File: src/rtl/axi4_reg_mem_slave_pkg.sv
// Shared types for the AXI4 register-memory slave: burst/response encodings,
// FSM state enums and the burst legality helpers used by both channels.
package axi4_reg_mem_slave_pkg;

  typedef enum logic [1:0] {
    BURST_FIXED = 2'b00,
    BURST_INCR  = 2'b01,
    BURST_WRAP  = 2'b10,
    BURST_RSVD  = 2'b11
  } burst_t;

  localparam logic [1:0] RESP_OKAY   = 2'b00;
  localparam logic [1:0] RESP_SLVERR = 2'b10;
  localparam logic [2:0] SIZE_WORD   = 3'b010;

  typedef enum logic [1:0] {
    W_IDLE = 2'd0,
    W_DATA = 2'd1,
    W_RESP = 2'd2
  } wr_state_t;

  typedef enum logic {
    R_IDLE = 1'b0,
    R_DATA = 1'b1
  } rd_state_t;

  function automatic logic wrap_len_ok(input logic [7:0] len);
    return (len == 8'd1) || (len == 8'd3) || (len == 8'd7) || (len == 8'd15);
  endfunction

  // Bursts whose data must never touch the array.
  function automatic logic burst_drop(input logic [2:0] size, input logic [1:0] burst);
    return (size != SIZE_WORD) || (burst == BURST_RSVD);
  endfunction

  function automatic logic burst_err(input logic [2:0] size, input logic [1:0] burst,
                                     input logic [7:0] len);
    return burst_drop(size, burst) || ((burst == BURST_WRAP) && !wrap_len_ok(len));
  endfunction

  // Illegal WRAP lengths and the reserved encoding walk the address like INCR.
  function automatic burst_t eff_burst(input logic [1:0] burst, input logic [7:0] len);
    burst_t b;
    b = burst_t'(burst);
    if (b == BURST_RSVD) b = BURST_INCR;
    if ((b == BURST_WRAP) && !wrap_len_ok(len)) b = BURST_INCR;
    return b;
  endfunction

endpackage

File: src/rtl/axi4_reg_mem_slave_if.sv
// AXI4 bus bundle (32-bit address/data, 4-bit ID) with master and slave views.
// Every channel transfers on the rising edge where valid and ready are both high;
// a source holds valid and its payload unchanged until that edge, ready may toggle freely.
interface axi4_reg_mem_slave_if;
  logic [3:0]  awid;
  logic [31:0] awaddr;
  logic [7:0]  awlen;
  logic [2:0]  awsize;
  logic [1:0]  awburst;
  logic        awvalid;
  logic        awready;

  logic [31:0] wdata;
  logic [3:0]  wstrb;
  logic        wlast;
  logic        wvalid;
  logic        wready;

  logic [3:0]  bid;
  logic [1:0]  bresp;
  logic        bvalid;
  logic        bready;

  logic [3:0]  arid;
  logic [31:0] araddr;
  logic [7:0]  arlen;
  logic [2:0]  arsize;
  logic [1:0]  arburst;
  logic        arvalid;
  logic        arready;

  logic [3:0]  rid;
  logic [31:0] rdata;
  logic [1:0]  rresp;
  logic        rlast;
  logic        rvalid;
  logic        rready;

  modport master (
    output awid, awaddr, awlen, awsize, awburst, awvalid, input awready,
    output wdata, wstrb, wlast, wvalid, input wready,
    input  bid, bresp, bvalid, output bready,
    output arid, araddr, arlen, arsize, arburst, arvalid, input arready,
    input  rid, rdata, rresp, rlast, rvalid, output rready
  );

  modport slave (
    input  awid, awaddr, awlen, awsize, awburst, awvalid, output awready,
    input  wdata, wstrb, wlast, wvalid, output wready,
    output bid, bresp, bvalid, input bready,
    input  arid, araddr, arlen, arsize, arburst, arvalid, output arready,
    output rid, rdata, rresp, rlast, rvalid, input rready
  );
endinterface

File: src/rtl/axi4_reg_mem_slave_addr_gen.sv
// Combinational next-beat address for FIXED/INCR/WRAP bursts of 32-bit beats.
module axi4_reg_mem_slave_addr_gen
  import axi4_reg_mem_slave_pkg::*;
(
  input  logic [31:0] addr_i,
  input  logic [7:0]  len_i,
  input  burst_t      burst_i,
  output logic [31:0] next_addr_o
);
  logic [31:0] base;
  logic [31:0] incr;
  logic [31:0] wrap_bytes;
  logic [31:0] wrap_mask;

  always_comb begin
    base       = addr_i & 32'hFFFF_FFFC;
    incr       = base + 32'd4;
    wrap_bytes = ({24'd0, len_i} + 32'd1) << 2;
    wrap_mask  = wrap_bytes - 32'd1;
    case (burst_i)
      BURST_FIXED: next_addr_o = base;
      // Keep the bits above the wrap window, roll the offset inside it.
      BURST_WRAP:  next_addr_o = (base & ~wrap_mask) | (incr & wrap_mask);
      default:     next_addr_o = incr;
    endcase
  end
endmodule

File: src/rtl/axi4_reg_mem_slave.sv
// AXI4 slave backed by DEPTH x 32-bit registers; independent write and read FSMs,
// one outstanding burst per direction, SLVERR for out-of-range or illegal bursts.
module axi4_reg_mem_slave
  import axi4_reg_mem_slave_pkg::*;
#(
  parameter int unsigned DEPTH     = 16,
  parameter logic [31:0] BASE_ADDR = 32'h0000_0000
) (
  input  logic                 clk,
  input  logic                 reset,
  axi4_reg_mem_slave_if.slave  s_axi,
  output wr_state_t            wr_state_o,
  output rd_state_t            rd_state_o
);
  localparam int          IDX_W     = $clog2(DEPTH);
  localparam logic [31:0] SPAN_MASK = 32'(DEPTH * 4 - 1);

  function automatic logic in_range(input logic [31:0] addr);
    return (addr & ~SPAN_MASK) == BASE_ADDR;
  endfunction

  function automatic logic [IDX_W-1:0] word_idx(input logic [31:0] addr);
    return IDX_W'(addr >> 2);
  endfunction

  logic [31:0] mem_q [DEPTH];

  // Write channel state
  wr_state_t   wr_state_q;
  logic [3:0]  aw_id_q;
  logic [31:0] aw_addr_q;
  logic [7:0]  aw_len_q;
  burst_t      aw_burst_q;
  logic [7:0]  w_cnt_q;
  logic        w_drop_q;
  logic        w_err_q;
  logic        awready_q;
  logic        wready_q;
  logic        bvalid_q;
  logic [3:0]  bid_q;
  logic [1:0]  bresp_q;

  // Read channel state
  rd_state_t   rd_state_q;
  logic [31:0] ar_addr_q;
  logic [7:0]  ar_len_q;
  burst_t      ar_burst_q;
  logic [7:0]  r_cnt_q;
  logic        r_drop_q;
  logic        r_err_q;
  logic        arready_q;
  logic        rvalid_q;
  logic        rlast_q;
  logic [3:0]  rid_q;
  logic [1:0]  rresp_q;
  logic [31:0] rdata_q;

  logic [31:0] aw_next_addr;
  logic [31:0] ar_next_addr;

  axi4_reg_mem_slave_addr_gen u_wr_addr_gen (
    .addr_i      (aw_addr_q),
    .len_i       (aw_len_q),
    .burst_i     (aw_burst_q),
    .next_addr_o (aw_next_addr)
  );

  axi4_reg_mem_slave_addr_gen u_rd_addr_gen (
    .addr_i      (ar_addr_q),
    .len_i       (ar_len_q),
    .burst_i     (ar_burst_q),
    .next_addr_o (ar_next_addr)
  );

  logic              w_fire;
  logic              w_last_beat;
  logic              w_addr_ok;
  logic              w_beat_err;
  logic              mem_we;
  logic [IDX_W-1:0]  w_idx;

  always_comb begin
    w_fire      = s_axi.wvalid && wready_q;
    w_last_beat = (w_cnt_q == aw_len_q);
    w_addr_ok   = in_range(aw_addr_q);
    w_idx       = word_idx(aw_addr_q);
    w_beat_err  = !w_addr_ok || (s_axi.wlast != w_last_beat);
    mem_we      = w_fire && w_addr_ok && !w_drop_q;
  end

  always_ff @(posedge clk or negedge reset) begin
    if (!reset) begin
      for (int i = 0; i < int'(DEPTH); i++) mem_q[i] <= '0;
    end else if (mem_we) begin
      for (int b = 0; b < 4; b++) begin
        if (s_axi.wstrb[b]) mem_q[w_idx][8*b +: 8] <= s_axi.wdata[8*b +: 8];
      end
    end
  end

  always_ff @(posedge clk or negedge reset) begin
    if (!reset) begin
      wr_state_q <= W_IDLE;
      aw_id_q    <= '0;
      aw_addr_q  <= '0;
      aw_len_q   <= '0;
      aw_burst_q <= BURST_FIXED;
      w_cnt_q    <= '0;
      w_drop_q   <= 1'b0;
      w_err_q    <= 1'b0;
      awready_q  <= 1'b0;
      wready_q   <= 1'b0;
      bvalid_q   <= 1'b0;
      bid_q      <= '0;
      bresp_q    <= RESP_OKAY;
    end else begin
      case (wr_state_q)
        W_IDLE: begin
          awready_q <= 1'b1;
          if (s_axi.awvalid && awready_q) begin
            aw_id_q    <= s_axi.awid;
            aw_addr_q  <= s_axi.awaddr;
            aw_len_q   <= s_axi.awlen;
            aw_burst_q <= eff_burst(s_axi.awburst, s_axi.awlen);
            w_drop_q   <= burst_drop(s_axi.awsize, s_axi.awburst);
            w_err_q    <= burst_err(s_axi.awsize, s_axi.awburst, s_axi.awlen);
            w_cnt_q    <= '0;
            awready_q  <= 1'b0;
            wready_q   <= 1'b1;
            wr_state_q <= W_DATA;
          end
        end
        W_DATA: begin
          if (w_fire) begin
            if (w_last_beat) begin
              wready_q   <= 1'b0;
              bvalid_q   <= 1'b1;
              bid_q      <= aw_id_q;
              bresp_q    <= (w_err_q || w_beat_err) ? RESP_SLVERR : RESP_OKAY;
              wr_state_q <= W_RESP;
            end else begin
              w_err_q   <= w_err_q || w_beat_err;
              w_cnt_q   <= w_cnt_q + 8'd1;
              aw_addr_q <= aw_next_addr;
            end
          end
        end
        W_RESP: begin
          if (s_axi.bready) begin
            bvalid_q   <= 1'b0;
            wr_state_q <= W_IDLE;
          end
        end
        default: wr_state_q <= W_IDLE;
      endcase
    end
  end

  logic        r_fire;
  logic [31:0] r_load_addr;
  logic        r_load_ok;
  logic [31:0] r_load_data;
  logic        ar_drop;
  logic        ar_err;

  // The first beat loads from the incoming araddr, later beats from the generator.
  always_comb begin
    r_fire      = rvalid_q && s_axi.rready;
    r_load_addr = (rd_state_q == R_IDLE) ? s_axi.araddr : ar_next_addr;
    r_load_ok   = in_range(r_load_addr);
    r_load_data = r_load_ok ? mem_q[word_idx(r_load_addr)] : '0;
    ar_drop     = burst_drop(s_axi.arsize, s_axi.arburst);
    ar_err      = burst_err(s_axi.arsize, s_axi.arburst, s_axi.arlen);
  end

  always_ff @(posedge clk or negedge reset) begin
    if (!reset) begin
      rd_state_q <= R_IDLE;
      ar_addr_q  <= '0;
      ar_len_q   <= '0;
      ar_burst_q <= BURST_FIXED;
      r_cnt_q    <= '0;
      r_drop_q   <= 1'b0;
      r_err_q    <= 1'b0;
      arready_q  <= 1'b0;
      rvalid_q   <= 1'b0;
      rlast_q    <= 1'b0;
      rid_q      <= '0;
      rresp_q    <= RESP_OKAY;
      rdata_q    <= '0;
    end else begin
      case (rd_state_q)
        R_IDLE: begin
          arready_q <= 1'b1;
          if (s_axi.arvalid && arready_q) begin
            ar_addr_q  <= s_axi.araddr;
            ar_len_q   <= s_axi.arlen;
            ar_burst_q <= eff_burst(s_axi.arburst, s_axi.arlen);
            r_drop_q   <= ar_drop;
            r_err_q    <= ar_err;
            r_cnt_q    <= '0;
            rid_q      <= s_axi.arid;
            rdata_q    <= ar_drop ? '0 : r_load_data;
            rresp_q    <= (ar_err || !r_load_ok) ? RESP_SLVERR : RESP_OKAY;
            rlast_q    <= (s_axi.arlen == 8'd0);
            rvalid_q   <= 1'b1;
            arready_q  <= 1'b0;
            rd_state_q <= R_DATA;
          end
        end
        R_DATA: begin
          if (r_fire) begin
            if (r_cnt_q == ar_len_q) begin
              rvalid_q   <= 1'b0;
              rlast_q    <= 1'b0;
              rd_state_q <= R_IDLE;
            end else begin
              ar_addr_q <= ar_next_addr;
              r_cnt_q   <= r_cnt_q + 8'd1;
              rdata_q   <= r_drop_q ? '0 : r_load_data;
              rresp_q   <= (r_err_q || !r_load_ok) ? RESP_SLVERR : RESP_OKAY;
              rlast_q   <= ((r_cnt_q + 8'd1) == ar_len_q);
            end
          end
        end
        default: rd_state_q <= R_IDLE;
      endcase
    end
  end

  assign s_axi.awready = awready_q;
  assign s_axi.wready  = wready_q;
  assign s_axi.bvalid  = bvalid_q;
  assign s_axi.bid     = bid_q;
  assign s_axi.bresp   = bresp_q;
  assign s_axi.arready = arready_q;
  assign s_axi.rvalid  = rvalid_q;
  assign s_axi.rlast   = rlast_q;
  assign s_axi.rid     = rid_q;
  assign s_axi.rresp   = rresp_q;
  assign s_axi.rdata   = rdata_q;
  assign wr_state_o    = wr_state_q;
  assign rd_state_o    = rd_state_q;

endmodule
File: src/flat_wrapper.sv
// flat-port wrapper written by rule: the top's interface ports become plain ports
module axi4_reg_mem_slave_flat import axi4_reg_mem_slave_pkg::*;
#(
  parameter int unsigned DEPTH     = 16,
  parameter logic [31:0] BASE_ADDR = 32'h0000_0000
)
  (clk, reset, wr_state_o, rd_state_o, s_axi_awid, s_axi_awaddr, s_axi_awlen, s_axi_awsize, s_axi_awburst, s_axi_awvalid, s_axi_awready, s_axi_wdata, s_axi_wstrb, s_axi_wlast, s_axi_wvalid, s_axi_wready, s_axi_bid, s_axi_bresp, s_axi_bvalid, s_axi_bready, s_axi_arid, s_axi_araddr, s_axi_arlen, s_axi_arsize, s_axi_arburst, s_axi_arvalid, s_axi_arready, s_axi_rid, s_axi_rdata, s_axi_rresp, s_axi_rlast, s_axi_rvalid, s_axi_rready);
  axi4_reg_mem_slave_if s_axi_i ();
  input  logic clk;
  input  logic reset;
  output wr_state_t wr_state_o;
  output rd_state_t rd_state_o;
  input wire logic [$bits(s_axi_i.awid)-1:0] s_axi_awid;
  input wire logic [$bits(s_axi_i.awaddr)-1:0] s_axi_awaddr;
  input wire logic [$bits(s_axi_i.awlen)-1:0] s_axi_awlen;
  input wire logic [$bits(s_axi_i.awsize)-1:0] s_axi_awsize;
  input wire logic [$bits(s_axi_i.awburst)-1:0] s_axi_awburst;
  input wire logic [$bits(s_axi_i.awvalid)-1:0] s_axi_awvalid;
  output wire logic [$bits(s_axi_i.awready)-1:0] s_axi_awready;
  input wire logic [$bits(s_axi_i.wdata)-1:0] s_axi_wdata;
  input wire logic [$bits(s_axi_i.wstrb)-1:0] s_axi_wstrb;
  input wire logic [$bits(s_axi_i.wlast)-1:0] s_axi_wlast;
  input wire logic [$bits(s_axi_i.wvalid)-1:0] s_axi_wvalid;
  output wire logic [$bits(s_axi_i.wready)-1:0] s_axi_wready;
  output wire logic [$bits(s_axi_i.bid)-1:0] s_axi_bid;
  output wire logic [$bits(s_axi_i.bresp)-1:0] s_axi_bresp;
  output wire logic [$bits(s_axi_i.bvalid)-1:0] s_axi_bvalid;
  input wire logic [$bits(s_axi_i.bready)-1:0] s_axi_bready;
  input wire logic [$bits(s_axi_i.arid)-1:0] s_axi_arid;
  input wire logic [$bits(s_axi_i.araddr)-1:0] s_axi_araddr;
  input wire logic [$bits(s_axi_i.arlen)-1:0] s_axi_arlen;
  input wire logic [$bits(s_axi_i.arsize)-1:0] s_axi_arsize;
  input wire logic [$bits(s_axi_i.arburst)-1:0] s_axi_arburst;
  input wire logic [$bits(s_axi_i.arvalid)-1:0] s_axi_arvalid;
  output wire logic [$bits(s_axi_i.arready)-1:0] s_axi_arready;
  output wire logic [$bits(s_axi_i.rid)-1:0] s_axi_rid;
  output wire logic [$bits(s_axi_i.rdata)-1:0] s_axi_rdata;
  output wire logic [$bits(s_axi_i.rresp)-1:0] s_axi_rresp;
  output wire logic [$bits(s_axi_i.rlast)-1:0] s_axi_rlast;
  output wire logic [$bits(s_axi_i.rvalid)-1:0] s_axi_rvalid;
  input wire logic [$bits(s_axi_i.rready)-1:0] s_axi_rready;
  assign s_axi_i.awid = s_axi_awid;
  assign s_axi_i.awaddr = s_axi_awaddr;
  assign s_axi_i.awlen = s_axi_awlen;
  assign s_axi_i.awsize = s_axi_awsize;
  assign s_axi_i.awburst = s_axi_awburst;
  assign s_axi_i.awvalid = s_axi_awvalid;
  assign s_axi_awready = s_axi_i.awready;
  assign s_axi_i.wdata = s_axi_wdata;
  assign s_axi_i.wstrb = s_axi_wstrb;
  assign s_axi_i.wlast = s_axi_wlast;
  assign s_axi_i.wvalid = s_axi_wvalid;
  assign s_axi_wready = s_axi_i.wready;
  assign s_axi_bid = s_axi_i.bid;
  assign s_axi_bresp = s_axi_i.bresp;
  assign s_axi_bvalid = s_axi_i.bvalid;
  assign s_axi_i.bready = s_axi_bready;
  assign s_axi_i.arid = s_axi_arid;
  assign s_axi_i.araddr = s_axi_araddr;
  assign s_axi_i.arlen = s_axi_arlen;
  assign s_axi_i.arsize = s_axi_arsize;
  assign s_axi_i.arburst = s_axi_arburst;
  assign s_axi_i.arvalid = s_axi_arvalid;
  assign s_axi_arready = s_axi_i.arready;
  assign s_axi_rid = s_axi_i.rid;
  assign s_axi_rdata = s_axi_i.rdata;
  assign s_axi_rresp = s_axi_i.rresp;
  assign s_axi_rlast = s_axi_i.rlast;
  assign s_axi_rvalid = s_axi_i.rvalid;
  assign s_axi_i.rready = s_axi_rready;
  axi4_reg_mem_slave #(.DEPTH(DEPTH), .BASE_ADDR(BASE_ADDR)) u_core (.clk(clk), .reset(reset), .s_axi(s_axi_i), .wr_state_o(wr_state_o), .rd_state_o(rd_state_o));
endmodule
File: config.mk
export PLATFORM = sky130hd
export DESIGN_NAME = axi4_reg_mem_slave_flat
export DESIGN_NICKNAME = d
export VERILOG_FILES = /design/src/rtl/axi4_reg_mem_slave_pkg.sv /design/src/rtl/axi4_reg_mem_slave_if.sv /design/src/rtl/axi4_reg_mem_slave_addr_gen.sv /design/src/rtl/axi4_reg_mem_slave.sv /design/src/flat_wrapper.sv
export SDC_FILE = /design/constraint.sdc
export NUM_CORES = 1
export LEC_CHECK = 0
export ABC_AREA = 1
export CAP_MARGIN = 20
export CORE_ASPECT_RATIO = 0.75
export CORE_MARGIN = 1
export CORE_UTILIZATION = 55
export DETAILED_ROUTE_END_ITERATION = 6
export PLACE_DENSITY = 0.82
export SYNTH_ARGS = -nofsm -noshare
export SYNTH_HDL_FRONTEND = slang
export SYNTH_HIERARCHICAL = 1
export SYNTH_SLANG_ARGS = --single-unit
File: constraint.sdc
create_clock -name clk -period 2.79 [get_ports clk]
set_input_delay 0.558 -clock clk [delete_from_list [all_inputs] [get_ports clk]]
set_output_delay 0.558 -clock clk [all_outputs]
set_load 0.01 [all_outputs]
==> reports/qor.yml <==
die_x_um: 299
cts_root_buf: "clkbuf_16"
crit_start: "u_core/ar_len_q[2]"
cts_buffers: 69
htreeDepth: 3
slew_headroom_pct: 44.8
finClkSkew_ns: 0.0238
fin_nets: 5187
num_vias: 34500
dieHeight_um: 224
peakVddDrop_mv: 0.467
cts_sinks: 667
firstDrtPassIters: 7
grt_pass1_vias: 32000
drive_gt1_share_pct: 10.8
finalCriticalPeriod_ns: 3.28
clk_pin_slew_worst_paths_ns: 0.07
required_ns: 3.37
wl_per_cell_um: 18.4
worstHoldStart: "u_core/aw_id_q[3]"
cts_tree: "built"
cp-start-kind: "register"
p_per_area_mw_per_mm2: 586
grt_overflow: 0
rows: 81
crit_type: "reg -> reg"
yosys_warnings: 6
clk_path_buf_depth: 3
globalplace.congestion: 0.999
crit_arrival_ns: 3.86
core_area_mm2: 0.0652
hold_violations: 0
r2r-start: "u_core/ar_len_q[2]"
route.detailed.drc: 6
final_cell_area_mm2: 0.0428
rsz0062_at_grt: "yes"
run_status: "finished, violations left"
critPathTopFamily: "simple AND/OR/NAND/NOR gates"
syn_area_mm2: 0.0363
clock_latency_ns: 0.64
ant_nets: 0
grt_max_degree: 109
dp_slack_ns: -0.311
grt_pass1_wl_mm: 172
dp_hpwl_mm: 68.9
synth.avg_cell_area_um2: 7.48
tightestPinTransition_ns: 0.825
drv_slew: 0
reg2reg_depth: 25
track_usage_pct: 31.9
fin_crit_sh_pct: 118
setup_viol_count_final: 33
pin_count: 195
initial_utilization_pct: 55.7
drt_iter0_markers: 4552
fin_ws_ns: -0.493
die-area_mm2: 0.0670
path_depth: 25
antenna_cells: 0
cpMostUsedCell: "nand2_1"
avgViaCountPerCell: 5.79
cp_slowest_cell: "dfrtp_2"
worst_setup_path_end_kind: "register"
cap_violations: 0
violations: "design-rule violations, negative setup slack"
dpl-instance-area_mm2: 0.0395
hold_depth: 2
min_path_type: "reg -> reg"
critPathBufInv: 7
syn_to_final_growth_pct: 17.9
cp_max_fo: 8
p_total_mw: 25.1
io_buffers: 188
synth_cells: 4851
antenna_found_initial: 0
drt-total-wl_mm: 110
fmax_mhz: 305
max_stage_delay_ns: 0.48
p_leak_nw: 19.3
[worst reg2reg max path, delay by kind of cell, from the launching register on]
family          cells  cell delay, ns
compound gates      1            0.08
simple gates       17            1.65
flops               1            0.48
buf+inv             7            1.02
[cells in the final DEF (no fill, tap or decap), drive strengths merged, types with 8 or more instances in the layout]
master / instances
xnor2: 10
nand3: 714
clkbuf: 101
nor3: 27
o21ai: 632
nor2: 168
nand4: 16
o211ai: 18
o22ai: 21
buf: 207
xor2: 39
nand2: 1911
clkdlybuf4s50: 186
dfrtp: 667
clkinv: 11
inv: 301
a21oi: 15
bufinv: 8
[worst paths after layout]
check,end,slack [ns]
min in group asynchronous,u_core/aw_addr_q[26],0.48
max,u_core/s_axi.rdata[6],-0.49
min reg2reg,u_core/s_axi.bid[3],0.46
max in group asynchronous,u_core/mem_q[448],1.36
min,u_core/s_axi.bid[3],0.46
max reg2reg,u_core/s_axi.rdata[6],-0.49
[power breakdown]
part / internal, mW / switching (mW)
Combinational: 1.46 / 3.05
Clock: 5.80 / 4.12
Sequential: 10.1 / 0.570
Total: 17.3 / 7.74
[layout make-up]
class                           instances  area, µm²
Sequential cell                       667      16700
Tap cell                              871       1090
Timing Repair Buffer                  397       4060
Clock buffer                           98       2000
Clock inverter                         27        415
Inverter                              298       1130
Fill cell                            5285      22400
Multi-Input combinational cell       3605      17400
[repair_timing]
| action | CTS | global route |
|---|---|---|
| cloned | 3 | 5 |
| pin swaps | 8 | 39 |
| hold buffers | 1 | 0 |
| setup endpoints to repair | 33 | 42 |
| setup buffers | 4 | 15 |
| resized for setup | 27 | 93 |
| hold endpoints to repair | 37 | 0 |
[routing by layer]
layer | up-vias | track usage [%] | wire, µm
li1 | 16100 | - | -
met1 | 16300 | 45.7 | 46100
met2 | 1865 | 48.6 | 48700
met3 | 247 | 6.35 | 11500
met4 | 2 | 10.7 | 3260
met5 | - | 0 | 61
[per-stage QoR]
step | util (%) | setup TNS, ns | std cells | hold slack [ns]
after floorplan | - | 0 | 4852 | 0.262
after global placement | 60.7 | -5.91 | 5812 | 0.449
after detailed placement | 60.7 | -8.79 | 5812 | 0.451
after CTS | 64.8 | -7.88 | 5945 | 0.443
after global routing | 65.6 | -18.74 | 5963 | 0.466
final | 65.6 | -14.22 | 5963 | 0.463
[sequential cells by signal, summed over array words and instances (netlist names), 2 cells and up]
name	cells
u_core/s_axi.rid	4
u_core/s_axi.rdata	32
u_core/ar_len_q	8
u_core/ar_burst_q	2
u_core/s_axi.bid	4
u_core/mem_q	512
u_core/aw_id_q	4
u_core/wr_state_o	2
u_core/ar_addr_q	30
u_core/r_cnt_q	8
u_core/aw_addr_q	30
u_core/aw_len_q	8
u_core/w_cnt_q	8
u_core/aw_burst_q	2
(Power assumes the default switching activity.)
